### config.mk
export PLATFORM = sky130hd
export DESIGN_NAME = priority_request_encoder_flat
export DESIGN_NICKNAME = d
export VERILOG_FILES = /design/src/rtl/priority_request_encoder_if.sv /design/src/rtl/priority_request_encoder.sv /design/src/flat_wrapper.sv
export SDC_FILE = /design/constraint.sdc
export NUM_CORES = 1
export LEC_CHECK = 0
export BUFFER_PORTS_ARGS = -buffer_cell sky130_fd_sc_hd__buf_2
export CAP_MARGIN = 20
export CORE_MARGIN = 2
export CORE_UTILIZATION = 46
export CTS_CLUSTER_DIAMETER = 30
export CTS_CLUSTER_SIZE = 20
export DETAILED_ROUTE_END_ITERATION = 10
export PLACE_DENSITY = 0.82
export SLEW_MARGIN = 20
export SYNTH_ARGS = -nofsm -noshare
export SYNTH_HDL_FRONTEND = slang
export SYNTH_SLANG_ARGS = --single-unit
### constraint.sdc
create_clock -name clock -period 2.9 [get_ports clock]
set_input_delay 0.29 -clock clock [delete_from_list [all_inputs] [get_ports clock]]
set_output_delay 0.29 -clock clock [all_outputs]
set_load 0.005 [all_outputs]
### src/rtl/priority_request_encoder_if.sv
// Request/ack bundle between request sources, the encoder and its consumer.
// slave: encoder side (takes request/mask/flush/ack, drives index/valid/grant/pending).
interface priority_request_encoder_if;
    logic [31:0] request;
    logic [31:0] mask;
    logic        flush;
    logic        ack;
    logic [4:0]  index;
    logic        valid;
    logic [31:0] grant;
    logic [31:0] pending;
    logic        any_pending;

    modport master (
        output request, mask, flush, ack,
        input  index, valid, grant, pending, any_pending
    );

    modport slave (
        input  request, mask, flush, ack,
        output index, valid, grant, pending, any_pending
    );
endinterface

### src/rtl/priority_request_encoder.sv
// Registered 32-to-5 priority encoder with request latching and valid/ack.
// Ports: clock, reset_n (sync, active-low), bus (slave modport of the _if).
module priority_request_encoder #(
    parameter bit LSB_PRIORITY = 1'b1
) (
    input logic clock,
    input logic reset_n,
    priority_request_encoder_if.slave bus
);
    typedef enum logic {IDLE, PRESENT} state_t;

    state_t      state;
    logic [31:0] pend_q;
    logic [31:0] grant_q;
    logic [4:0]  index_q;
    logic        valid_q;

    logic [31:0] clr;
    logic [31:0] nxt_pend;
    logic [31:0] cand;
    logic [4:0]  enc_idx;
    logic        cand_any;

    // Set term is OR-ed after the clear, so a same-cycle request wins.
    always_comb begin
        clr = '0;
        if (state == PRESENT && bus.ack) begin
            clr = 32'h1 << index_q;
        end
        nxt_pend = (pend_q & ~clr) | bus.request;
        cand     = nxt_pend & bus.mask;
        cand_any = |cand;
    end

    // Last assignment in scan order wins, so scan from lowest priority up.
    always_comb begin
        enc_idx = '0;
        if (LSB_PRIORITY) begin
            for (int i = 31; i >= 0; i--) begin
                if (cand[i]) enc_idx = 5'(i);
            end
        end else begin
            for (int i = 0; i < 32; i++) begin
                if (cand[i]) enc_idx = 5'(i);
            end
        end
    end

    always_ff @(posedge clock) begin
        if (!reset_n) begin
            state   <= IDLE;
            pend_q  <= '0;
            grant_q <= '0;
            index_q <= '0;
            valid_q <= 1'b0;
        end else if (bus.flush) begin
            state   <= IDLE;
            pend_q  <= '0;
            grant_q <= '0;
            valid_q <= 1'b0;
        end else begin
            pend_q <= nxt_pend;
            case (state)
                IDLE: begin
                    if (cand_any) begin
                        state   <= PRESENT;
                        index_q <= enc_idx;
                        grant_q <= 32'h1 << enc_idx;
                        valid_q <= 1'b1;
                    end
                end
                PRESENT: begin
                    // Without ack the presented index is frozen.
                    if (bus.ack) begin
                        if (cand_any) begin
                            index_q <= enc_idx;
                            grant_q <= 32'h1 << enc_idx;
                        end else begin
                            state   <= IDLE;
                            grant_q <= '0;
                            valid_q <= 1'b0;
                        end
                    end
                end
                default: begin
                    state   <= IDLE;
                    grant_q <= '0;
                    valid_q <= 1'b0;
                end
            endcase
        end
    end

    assign bus.index       = index_q;
    assign bus.valid       = valid_q;
    assign bus.grant       = grant_q;
    assign bus.pending     = pend_q;
    assign bus.any_pending = |(pend_q & bus.mask);
endmodule

### src/flat_wrapper.sv
// flat-port wrapper written by rule: the top's interface ports become plain ports
module priority_request_encoder_flat 
#(
    parameter bit LSB_PRIORITY = 1'b1
)
  (clock, reset_n, bus_request, bus_mask, bus_flush, bus_ack, bus_index, bus_valid, bus_grant, bus_pending, bus_any_pending);
  priority_request_encoder_if bus_i ();
  input logic clock;
  input logic reset_n;
  input wire logic [$bits(bus_i.request)-1:0] bus_request;
  input wire logic [$bits(bus_i.mask)-1:0] bus_mask;
  input wire logic [$bits(bus_i.flush)-1:0] bus_flush;
  input wire logic [$bits(bus_i.ack)-1:0] bus_ack;
  output wire logic [$bits(bus_i.index)-1:0] bus_index;
  output wire logic [$bits(bus_i.valid)-1:0] bus_valid;
  output wire logic [$bits(bus_i.grant)-1:0] bus_grant;
  output wire logic [$bits(bus_i.pending)-1:0] bus_pending;
  output wire logic [$bits(bus_i.any_pending)-1:0] bus_any_pending;
  assign bus_i.request = bus_request;
  assign bus_i.mask = bus_mask;
  assign bus_i.flush = bus_flush;
  assign bus_i.ack = bus_ack;
  assign bus_index = bus_i.index;
  assign bus_valid = bus_i.valid;
  assign bus_grant = bus_i.grant;
  assign bus_pending = bus_i.pending;
  assign bus_any_pending = bus_i.any_pending;
  priority_request_encoder #(.LSB_PRIORITY(LSB_PRIORITY)) u_core (.clock(clock), .reset_n(reset_n), .bus(bus_i));
endmodule
==> summary.md, run 1 <==
| Metric | Value |
|---|---|
| Vias | `5186` |
| TritonCTS clock tree | `yes` |
| Placed Instances | `744` |
| Worst-Skew Late Latency | `0.36 ns` |
| Cell area after synthesis | `4086 um2` |
| Final setup vio count | `34` |
| Dpl hpwl | `11870 um` |
| Hold_sp | `bus_request[25]` |
| Avg WL per Cell | `21.52 um` |
| Syn avg cell area | `9.121 um2` |
| Number of synthesized flops with an enable pin | `0` |
| HP Class | `input pin to flip-flop` |
| Pre-CTS setup slack | `-0.1462 ns` |
| Fin Hold WS | `0.2123 ns` |
| CP endpoint kind | `flip-flop` |
| R2r endpoint | `u_core.bus.grant[15]` |
| CTS H-tree lvls | `3` |
| Row cnt | `34` |
| Unique masters post-synth | `73` |
| Die Height | `98.25 um` |
| Async set-reset flop share out of synthesis | `0%` |
| Drt initial violations | `485` |
| Kind of critical path | `flip-flop to flip-flop` |
| Seq/Total Area, Yosys | `34.78%` |
| Share of layout cells above drive strength 1 | `45.95%` |
| Slowest stage delay, CP | `0.56 ns` |
| Synth Warn # | `0` |
| Critical path fanouts, max | `9` |
| Lkg Pwr | `0.002510 uW` |
| RSZ-0062 raised after global routing | `yes` |
| Final WS setup | `-0.06082 ns` |
| Slowest CP cell | `or4b_4` |
| Worst path most repeated cell | `a22o_1` |
| GPL Wtd Cong | `0.9516` |
| Largest net degree at the start of global routing | `37` |
| Hold Fails Final Rpt | `0` |
| Tightest Pin Transition | `0.6731 ns` |
| WHS Path Cells | `3` |
| Worst EP required | `3.21 ns` |
| Initial core utilization | `47.09%` |
| Die width | `98.25 um` |
| CTS sink cnt | `71` |
| Buf/Inv on CP | `2` |
| P per Cell Area | `409.7 nW/um2` |
| Vias in the first global route | `4880` |
| Synthesized flop and latch total | `71` |
| Fillers | `662` |
| Max-Cap Viols | `0` |
| Clock Tree Buf Depth | `2` |
| Syn Nets | `516` |
| DRT Pass-1 Iters | `6` |
| Final nets | `729` |
| Buffers on Ports | `138` |
| Critical path, cell by cell | `buf_4 > and2b_1 > a31oi_1 > a22o_1 > or4b_4 > nor4_4 > nand2b_2 > a21oi_4 > clkbuf_16 > a22o_1` |
| Final worst path period share | `102.1%` |
| DIE AREA | `9653 um2` |
| Diodes inserted | `0` |
| Crit path time final | `2.961 ns` |
| Failing checks | `setup timing` |
| Max_slew headroom | `54.82%` |
| Most numerous cell in the Yosys netlist | `dfxtp_1` |
| Clk root buf | `clkbuf_8` |
| Maximum clock frequency | `337.7 MHz` |
| Hold endpoint | `u_core.bus.pending[25]` |
| Peak VDD IR | `0.0003522 V` |
| Reg-to-reg startpoint | `u_core.bus.index[1]` |
| WP data arrival | `3.27 ns` |
| Critical path's top delay family | `simple AND/OR/NAND/NOR gates` |
| Synth top area share | `34.78%` |
| Final std cells w/o fill | `774` |
| Core area | `8678 um2` |
| Drt via density | `6.700` |
| R2r setup slk | `-0.06 ns` |
| FF-to-FF path depth | `10` |
| Hold_buf cts | `0` |
| Syn Inst Count | `448` |
| Reg clk slew, reported paths | `0.08 ns` |
| DRC | `0` |
| GRT Residual Overflow | `0` |
| Synth-to-Final Area Change | `43.91%` |
| Startpoint types | `flip-flop` |
| Most used DFF post-synth | `dfxtp_1` |
| Synth cell count leaders | `dfxtp_1 (71), nor2_1 (66), o2bb2ai_1 (22)` |
| Outcome | `complete, but fails checks` |
| Total Wirelength | `16660 um` |
| GRT Total Usage | `31.10%` |
| Number of buffers created by CTS | `9` |
| Slew Limit Fails | `0` |
| First-pass GRT wire length | `24320 um` |
| Final ANT Viol Nets | `0` |
| I/O Pins | `139` |
| Antenna violations before repair | `0` |
| Final clock skew | `0.01258 ns` |
| Synth area leaders | `dfxtp_1 (35%), nor2_1 (6.1%), o2bb2ai_1 (4.7%), o221a_2 (3.6%), nand4bb_1 (3.0%)` |
| Synth area leader | `dfxtp_1` |
-- kinds of logic (layout without fill, tap and decap cells) --
| family | after synthesis | count (layout) | share of synthesized area (%) |
|---|---|---|---|
| mux | 1 | 1 | 0.2450 |
| flops | 71 | 71 | 34.78 |
| buf+inv | 37 | 255 | 5.083 |
| simple gates | 194 | 194 | 28.87 |
| compound gates | 145 | 145 | 31.02 |
-- layout by cell type, fill, tap and decap left out, types with 9 or more instances in the layout --
| cell | n |
|---|---|
| nor2_1 | 66 |
| clkbuf_8 | 9 |
| buf_4 | 82 |
| a22oi_1 | 12 |
| o2bb2ai_1 | 19 |
| a31oi_1 | 11 |
| dfxtp_1 | 66 |
| buf_2 | 138 |
| nand3_1 | 11 |
| o221a_2 | 12 |
| inv_1 | 11 |
| nor3_1 | 20 |
| nand4bb_1 | 10 |
| nand4b_1 | 13 |
| a22o_1 | 11 |
| nor2b_1 | 14 |
-- flip-flops by register name (all words and copies together), names as in the netlist --
register            flops
u_core.bus.index        5
u_core.state            1
u_core.bus.valid        1
u_core.bus.grant       32
u_core.bus.pending     32
-- worst min-delay path: cells and delay by family --
kind                   cells  cell delay, ns
buffers and inverters      1            0.11
AND/OR/NAND/NOR            2            0.13
-- per-stage QoR --
| step | cell area, um2 | utilization [%] | power, uW | setup TNS [ns] |
|---|---|---|---|---|
| finish | 5881 | 67.76 | 2409 | -1.361 |
| CTS | 5589 | 64.40 | 2339 | -0.06238 |
| floorplan | 4086 | - | 1328 | 0 |
| global route | 5881 | 67.76 | 2483 | -4.708 |
| global placement | 5354 | 61.69 | 1580 | -1.608 |
| detailed placement | 5354 | 61.69 | 1597 | -4.291 |
-- worst max-delay path by stage --
stage | startpoint | slack [ns] | to | cells past startpoint
global route | u_core.bus.index[4] | -0.16 | u_core.bus.grant[14] | 13
finish | u_core.bus.index[1] | -0.06 | u_core.bus.grant[15] | 10
detailed placement | u_core.bus.index[0] | -0.15 | u_core.bus.index[2] | 10
CTS | u_core.bus.index[3] | -0.01 | u_core.bus.grant[3] | 10
global placement | u_core.bus.index[0] | -0.08 | u_core.bus.index[2] | 10
floorplan | u_core.bus.index[1] | 0.11 | u_core.bus.grant[15] | 10
-- layer usage --
metal | vias up | track usage [%] | part of all wire [%]
li1 | 2219 | - | -
met1 | 2478 | 37.82 | 37
met2 | 410 | 52.85 | 48
met3 | 79 | 8.232 | 11
met4 | 0 | 11.70 | 4.4
met5 | - | 0 | 0
-- final cells by class --
cell class,count,area [um2],share of cell area (%)
multi-input cells,340,2660,45.23
repair buffers,228,1436,24.43
flip-flops and latches,71,1430,24.32
well taps,108,135.1,2.298
clock buffers,9,123.9,2.106
clock inverters,7,53.80,0.9149
inverters,11,41.29,0.7021
-- what timing repair did --
item | in CTS | in global routing
pin swaps | 3 | 4
buffers inserted | 2 | 10
cloned | 0 | 2
gates resized for setup | 10 | 33
setup endpoints to repair | 37 | 38
-- power breakdown --
| group | internal (uW) | total (uW) | switching, uW |
|---|---|---|---|
| combinational | 285 | 619 | 334 |
| clock | 321 | 752 | 430 |
| sequential | 1000 | 1040 | 34.9 |
No activity file was read; power rests on OpenSTA's default activity.
==> inputs of run 2 (changes only) <==
--- a/config.mk
+++ b/config.mk
@@ -12,7 +12,9 @@
 export CTS_CLUSTER_DIAMETER = 30
 export CTS_CLUSTER_SIZE = 20
 export DETAILED_ROUTE_END_ITERATION = 10
+export HOLD_SLACK_MARGIN = 0.1
 export PLACE_DENSITY = 0.82
+export REMOVE_ABC_BUFFERS = 1
 export SLEW_MARGIN = 20
 export SYNTH_ARGS = -nofsm -noshare
 export SYNTH_HDL_FRONTEND = slang
==> run 2 against run 1 <==
  * The run still ends with setup timing left
  * Hold slack better by 0.00088 ns
  * Clock skew hardly changed
  * Critical path depth is 2 higher
  * Non-clock buffer count is 14 higher
  * Sequential share of layout area is 0.42 points lower
  * Total power is 3.9% higher
  * Register-to-register slack worse by 0.11 ns
  * Global-route usage is 1.3 points lower
  * Wire length is 4.9% lower
  * Critical path type unchanged
  * Largest cell class unchanged
==> summary.md, run 2 (synthesis gave the netlist of run 1 again) <==
| Metric | Value |
|---|---|
| Critical path, cell by cell | `buf_4 > or4b_4 > o221ai_1 > buf_4 > and4_2 > nand2_2 > nor4_4 > nand2b_2 > a21oi_4 > buf_6 > clkbuf_16 > a22o_1` |
| Kind of critical path | `flip-flop to flip-flop` |
| Vias | `5008 (-3.4%)` |
| Placed Instances | `754 (+1.3%)` |
| Total Wirelength | `15830 um (-4.9%)` |
| Hold_sp | `bus_request[21]` |
| HP Class | `input pin to flip-flop` |
| TritonCTS clock tree | `yes` |
| GRT Total Usage | `29.78% (-1.3 points)` |
| Die Height | `98.25 um (unchanged)` |
| Fillers | `681 (+2.9%)` |
| GPL Wtd Cong | `0.9390 (-1.3%)` |
| Met2 WL post-DR | `7515 um (-5.3%)` |
| Largest net degree at the start of global routing | `30 (-19%)` |
| Die width | `98.25 um (unchanged)` |
| Row cnt | `34 (unchanged)` |
| Met1 wire length | `6328 um (+3.5%)` |
| Clk root buf | `clkbuf_8` |
| Max_slew headroom | `56.33% (+1.5 points)` |
| Final nets | `743 (+1.9%)` |
| Final ANT Viol Nets | `0 (unchanged)` |
| Share of layout cells above drive strength 1 | `46.32% (+0.38 points)` |
| Outcome | `complete, but fails checks` |
| Final WS setup | `-0.1689 ns (-0.1081 ns)` |
| P per Cell Area | `416.0 nW/um2 (+1.5%)` |
| Buffers on Ports | `138 (unchanged)` |
| CP Launch Point | `u_core.bus.index[4]` |
| Slowest stage delay, CP | `0.55 ns (about the same)` |
| Drt initial violations | `378 (-22%)` |
| Startpoint types | `flip-flop` |
| R2r setup slk | `-0.17 ns (-0.11 ns)` |
| Dpl hpwl | `11470 um (-3.4%)` |
| Worst path most repeated cell | `buf_4` |
| DIE AREA | `9653 um2 (unchanged)` |
| Hold Fails Final Rpt | `0 (unchanged)` |
| Most frequent cells in the layout | `buf_2 (139), buf_4 (91), nor2_1 (66), dfxtp_1 (66), nor3_1 (20)` |
| Failing checks | `setup timing` |
| DRC | `0 (unchanged)` |
| Slew Limit Fails | `0 (unchanged)` |
| Buf/Inv on CP | `4 (+2)` |
| Avg WL per Cell | `20.09 um (-6.6%)` |
| WP data arrival | `3.37 ns (+0.10 ns)` |
| Final clock skew | `0.01245 ns (-0.0001330 ns)` |
| Antenna violations before repair | `0 (unchanged)` |
| Diodes inserted | `0 (unchanged)` |
| DRT Pass-1 Iters | `5 (-1)` |
| Core area | `8678 um2 (unchanged)` |
| I/O Pins | `139 (unchanged)` |
| Slowest CP cell | `or4b_4` |
| Drt via density | `6.355 (-5.1%)` |
| Final worst path period share | `105.8% (+3.7 points)` |
| GRT Residual Overflow | `0 (unchanged)` |
| Peak VDD IR | `0.0003628 V (+3.0%)` |
| First-pass GRT wire length | `23310 um (-4.2%)` |
| Synth-to-Final Area Change | `47.21%` |
| Worst EP required | `3.21 ns (about the same)` |
| Top sig layer | `met4` |
| Most common library cell in the layout ignoring fill and taps | `buf_2` |
| Met3 WL | `1455 um (-22%)` |
| Overall Power | `2503 uW (+3.9%)` |
| Vias in the first global route | `4577 (-6.2%)` |
| CTS sink cnt | `71 (unchanged)` |
| Area occupied by multi-input gates | `2611 um2 (-1.8%)` |
| Final setup vio count | `35 (+2.9%)` |
| Reg-to-reg startpoint | `u_core.bus.index[4]` |
| Worst-Skew Late Latency | `0.36 ns (about the same)` |
| Number of buffers created by CTS | `9 (unchanged)` |
| RSZ-0062 raised after global routing | `yes` |
| CP endpoint kind | `flip-flop` |
| Clock Tree Buf Depth | `2 (unchanged)` |
| CTS H-tree lvls | `3 (unchanged)` |
| Final std cells w/o fill | `788 (+1.8%)` |
| Reg clk slew, reported paths | `0.09 ns (about the same)` |
| Critical path fanouts, max | `11 (+2)` |
| Initial core utilization | `47.09% (unchanged)` |
| Critical path's top delay family | `simple AND/OR/NAND/NOR gates` |
| Tightest Pin Transition | `0.6507 ns (-0.02240 ns)` |
| Crit path time final | `3.069 ns (+0.1081 ns)` |
| Lkg Pwr | `0.002601 uW (+3.6%)` |
| Max-Cap Viols | `0 (unchanged)` |
| Maximum clock frequency | `325.9 MHz (-3.5%)` |
| Register Area | `1438 um2 (+0.53%)` |
[run 2: worst paths after layout]
| path | to | cells after the start |
|---|---|---|
| max | u_core.bus.grant[22] | 12 |
| min | u_core.bus.pending[21] | 3 |
| max reg2reg | u_core.bus.grant[22] | 12 |
| min reg2reg | u_core.bus.grant[1] | 1 |
[run 2: power breakdown]
part | switching (uW) | internal [uW]
sequential | 32.9 | 1000
combinational | 318 | 298
clock | 444 | 407
total | 795 | 1710
[run 2: metal layers]
metal,track usage [%],vias to the layer above
met3,8.089,58
met5,0,-
met1,37.01,2380
li1,-,2249
met4,11.80,0
met2,49.21,321
[run 2: layout make-up]
cell class                      instances  share of cell area (%)
Timing Repair Buffer                  242                   26.41
Inverter                               11                  0.6864
Tap cell                              108                   2.246
Clock buffer                            9                   2.059
Sequential cell                        71                   23.90
Multi-Input combinational cell        340                   43.41
Clock inverter                          7                   1.290
[run 2: timing repair]
action	CTS	global route
resized for setup	12	31
gates cloned	1	2
buffers inserted	4	13
pin swaps	3	17
hold buffers	0	0
setup endpoints to repair	38	38
[run 2: stage by stage]
step / hold slack (ns) / cell area, um2 / TNS [ns] / util, % / setup WS [ns]
3_3_place_gp: 0.4400 / 5441 / -4.020 / 62.70 / -0.1450
4_1_cts: 0.2055 / 5737 / -1.917 / 66.10 / -0.06761
3_5_place_dp: 0.4426 / 5441 / -6.562 / 62.70 / -0.2038
2_1_floorplan: 0.4182 / 3920 / -19.67 / - / -0.6054
5_1_grt: 0.2127 / 6016 / -6.768 / 69.32 / -0.2311
6_report: 0.2132 / 6016 / -4.276 / 69.32 / -0.1689
[run 2: worst min-delay path, cell delays in order]
cell and delay [ns]:
buf_2 0.11, nor2_1 0.08, nor3_1 0.05
==> inputs of run 3 (changes only) <==
--- a/config.mk
+++ b/config.mk
@@ -5,15 +5,16 @@
 export SDC_FILE = /design/constraint.sdc
 export NUM_CORES = 1
 export LEC_CHECK = 0
+export ABC_AREA = 1
 export BUFFER_PORTS_ARGS = -buffer_cell sky130_fd_sc_hd__buf_2
 export CAP_MARGIN = 20
 export CORE_MARGIN = 2
-export CORE_UTILIZATION = 46
+export CORE_UTILIZATION = 44
 export CTS_CLUSTER_DIAMETER = 30
 export CTS_CLUSTER_SIZE = 20
 export DETAILED_ROUTE_END_ITERATION = 10
 export HOLD_SLACK_MARGIN = 0.1
-export PLACE_DENSITY = 0.82
+export PLACE_DENSITY = 0.81
 export REMOVE_ABC_BUFFERS = 1
 export SLEW_MARGIN = 20
 export SYNTH_ARGS = -nofsm -noshare
==> run 3 against run 2 <==
  * The run still ends with setup timing left
  * Critical path depth up 25
  * Critical path type unchanged
  * Wire length fell by 22%
  * Highest routed layer unchanged
  * Clock-buffer cell count grew 1
  * Die area decreased by 9.1%
==> summary.md, run 3 <==
| Metric | Value |
|---|---|
| R2r endpoint | `u_core.bus.grant[6]` |
| Crit path to | `u_core.bus.grant[6]` |
| Antenna violations before repair | `0 (unchanged)` |
| CP Launch Point | `u_core.bus.index[1]` |
| Final ANT Viol Nets | `0 (unchanged)` |
| CTS sink cnt | `71 (unchanged)` |
| Hold_buf cts | `0 (unchanged)` |
| Worst-Skew Late Latency | `0.35 ns (about the same)` |
| Final clock skew | `0.005047 ns (-0.007405 ns)` |
| Avg WL per Cell | `14.51 um (-28%)` |
| Most numerous cell in the Yosys netlist | `nand2_1` |
| DIE AREA | `8775 um2 (-9.1%)` |
| Worst path most repeated cell | `nand2_1` |
| Dpl hpwl | `9059 um (-21%)` |
| Reg-to-reg startpoint | `u_core.bus.index[1]` |
| Slowest CP cell | `dfxtp_4` |
| Startpoint types | `flip-flop` |
| Synth cell count leaders | `nand2_1 (171), dfxtp_1 (71), inv_1 (57)` |
| Final std cells w/o fill | `847 (+7.5%)` |
| Number of buffers created by CTS | `9 (unchanged)` |
| Drt via density | `5.187 (-18%)` |
| CTS H-tree lvls | `3 (unchanged)` |
| TritonCTS clock tree | `yes` |
| Tightest Pin Transition | `1.064 ns (+0.4133 ns)` |
| Most used DFF post-synth | `dfxtp_1` |
| Seq/Total Area, Yosys | `40.17% (+5.4 points)` |
| Initial core utilization | `45.55% (-1.5 points)` |
| Maximum clock frequency | `308.1 MHz (-5.5%)` |
| DRC | `0 (unchanged)` |
| Placed Instances | `808 (+7.2%)` |
| FF-to-FF path depth | `37 (+25)` |
| Row cnt | `32 (-5.9%)` |
| Die Height | `93.68 um (-4.7%)` |
| Crit path time final | `3.246 ns (+0.1772 ns)` |
| HP Class | `input pin to flip-flop` |
| Clock Tree Buf Depth | `2 (unchanged)` |
| Share of layout cells above drive strength 1 | `37.85% (-8.5 points)` |
| Outcome | `complete, but fails checks` |
| WP data arrival | `3.54 ns (+0.17 ns)` |
| Vias | `4393 (-12%)` |
| Final nets | `808 (+8.7%)` |
| Failing checks | `setup timing` |
| Synth top area share | `40.17% (+5.4 points)` |
| Drt initial violations | `309 (-18%)` |
| P per Cell Area | `456.5 nW/um2 (+9.7%)` |
| Syn avg cell area | `6.792 um2 (-26%)` |
| GRT Total Usage | `27.10% (-2.7 points)` |
| Die width | `93.68 um (-4.7%)` |
| Worst EP required | `3.19 ns (-0.02 ns)` |
| Synthesized flop and latch total | `71 (unchanged)` |
| CP endpoint kind | `flip-flop` |
| Synth-to-Final Area Change | `51.10%` |
| Lkg Pwr | `0.002863 uW (+10%)` |
| Critical path fanouts, max | `5 (-6)` |
| Syn Inst Count | `521 (+16%)` |
| Max_slew headroom | `28.99% (-27 points)` |
| Synth area leader | `dfxtp_1` |
| Async set-reset flop share out of synthesis | `0% (unchanged)` |
| Kind of critical path | `flip-flop to flip-flop` |
| Slew Limit Fails | `0 (unchanged)` |
| Vias in the first global route | `4046 (-12%)` |
| DRT Pass-1 Iters | `6 (+1)` |
| Clk root buf | `clkbuf_8` |
| First-pass GRT wire length | `18770 um (-19%)` |
| Unique masters post-synth | `32 (-56%)` |
| Final setup vio count | `33 (-5.7%)` |
| Number of synthesized flops with an enable pin | `0 (unchanged)` |
| Synth Warn # | `0 (unchanged)` |
| Peak VDD IR | `0.0002151 V (-41%)` |
| Core area | `7767 um2 (-10%)` |
| Cell area after synthesis | `3538 um2 (-13%)` |
| GPL Wtd Cong | `0.9228 (-1.7%)` |
| TNS Setup | `-9.127 ns (-4.850 ns)` |
| Most frequent cells in the layout | `nand2_1 (167), buf_2 (138), buf_4 (78)` |
| Hold Fails Final Rpt | `0 (unchanged)` |
| Slowest stage delay, CP | `0.38 ns (-0.17 ns)` |
| Largest net degree at the start of global routing | `33 (+10%)` |
| Buffers on Ports | `138 (unchanged)` |
| Most common library cell in the layout ignoring fill and taps | `nand2_1` |
| I/O Pins | `139 (unchanged)` |
| Synth area leaders | `dfxtp_1 (40%), nand2_1 (18%), inv_1 (6.0%), a21oi_1 (5.2%), nand4_1 (5.0%)` |
| GRT Residual Overflow | `0 (unchanged)` |
| Final worst path period share | `111.9% (+6.1 points)` |
| Final WS setup | `-0.3461 ns (-0.1772 ns)` |
| Diodes inserted | `0 (unchanged)` |
| Total Wirelength | `12290 um (-22%)` |
| Max-Cap Viols | `0 (unchanged)` |
| RSZ-0062 raised after global routing | `yes` |
| Reg clk slew, reported paths | `0.08 ns (about the same)` |
| R2r setup slk | `-0.35 ns (-0.18 ns)` |
-- run 3: cell count changes in the layout (fill, tap and decap cells not counted), moves of 14 or more --
cell	previous run	this run
nand2_1	8	167
inv_1	11	57
a21oi_1	8	36
nor2_1	66	40
nand4_1	7	28
nor3_1	20	1
o21ai_0	2	20
o2bb2ai_1	14	0
-- run 3: how the worst min path moves through the flow --
stage / from / endpoint / slack, ns / cells past startpoint
floorplan: bus_request[19] / u_core.bus.pending[19] / 0.41 / 2
global placement: u_core.bus.grant[22] / u_core.bus.grant[22] / 0.43 / 2
detailed placement: u_core.bus.grant[13] / u_core.bus.grant[13] / 0.44 / 2
CTS: bus_request[3] / u_core.bus.pending[3] / 0.15 / 3
global route: bus_request[15] / u_core.bus.pending[15] / 0.17 / 3
finish: bus_request[15] / u_core.bus.pending[15] / 0.16 / 3
-- run 3: cells by family after synthesis --
family                 synth area share (%)
AOI/OAI and AO/OA                     16.83
DFF                                   40.17
and+or+nand+nor                       34.41
buffers and inverters                 8.593
-- run 3: per-layer routing --
metal / part of all wire (%) / global-route usage [%] / routed length (um) / vias to the layer above
li1: - / - / - / 2152
met1: 43 / 35.51 / 5229 / 2015
met2: 47 / 44.24 / 5817 / 190
met3: 7.4 / 5.778 / 913 / 36
met4: 2.7 / 9.541 / 329 / 0
met5: 0 / 0 / 0 / -
-- run 3: final cells by class --
type	count	area (um2)
Clock buffer	10	127.6
Clock inverter	6	92.59
Fill cell	666	2421
Inverter	61	240.2
Multi-Input combinational cell	374	1926
Sequential cell	71	1434
Tap cell	102	127.6
Timing Repair Buffer	223	1399
-- run 3: power breakdown --
part	switching, uW	total, uW	internal, uW
combinational	282	507	225
clock	408	898	489
sequential	30.3	1040	1010
-- run 3: per-stage QoR --
| stage | hold slack (ns) | worst slack, ns | total power (uW) | util, % | cell area, um2 |
|---|---|---|---|---|---|
| global route | 0.1683 | -0.7248 | 2537 | 68.83 | 5346 |
| global placement | 0.4343 | -0.1521 | 1491 | 61.94 | 4811 |
| CTS | 0.1513 | -0.1298 | 2411 | 67.17 | 5218 |
| floorplan | 0.4105 | 0.1499 | 1274 | - | 3465 |
| finish | 0.1618 | -0.3461 | 2441 | 68.83 | 5346 |
| detailed placement | 0.4362 | -0.2233 | 1502 | 61.94 | 4811 |
-- run 3: worst max-delay path: cells and delay by family, from the launching register on --
family	cells	cell delay, ns
simple gates	35	2.52
flops	1	0.38
compound gates	1	0.23
buf+inv	1	0.06
-- run 3: repair_timing --
action                     4_1_cts  5_1_grt
gates cloned                     0        0
setup endpoints to repair       36       38
hold endpoints to repair         0        0
setup buffers                   16        7
gates resized for setup         22       23
pin swaps                       10       15
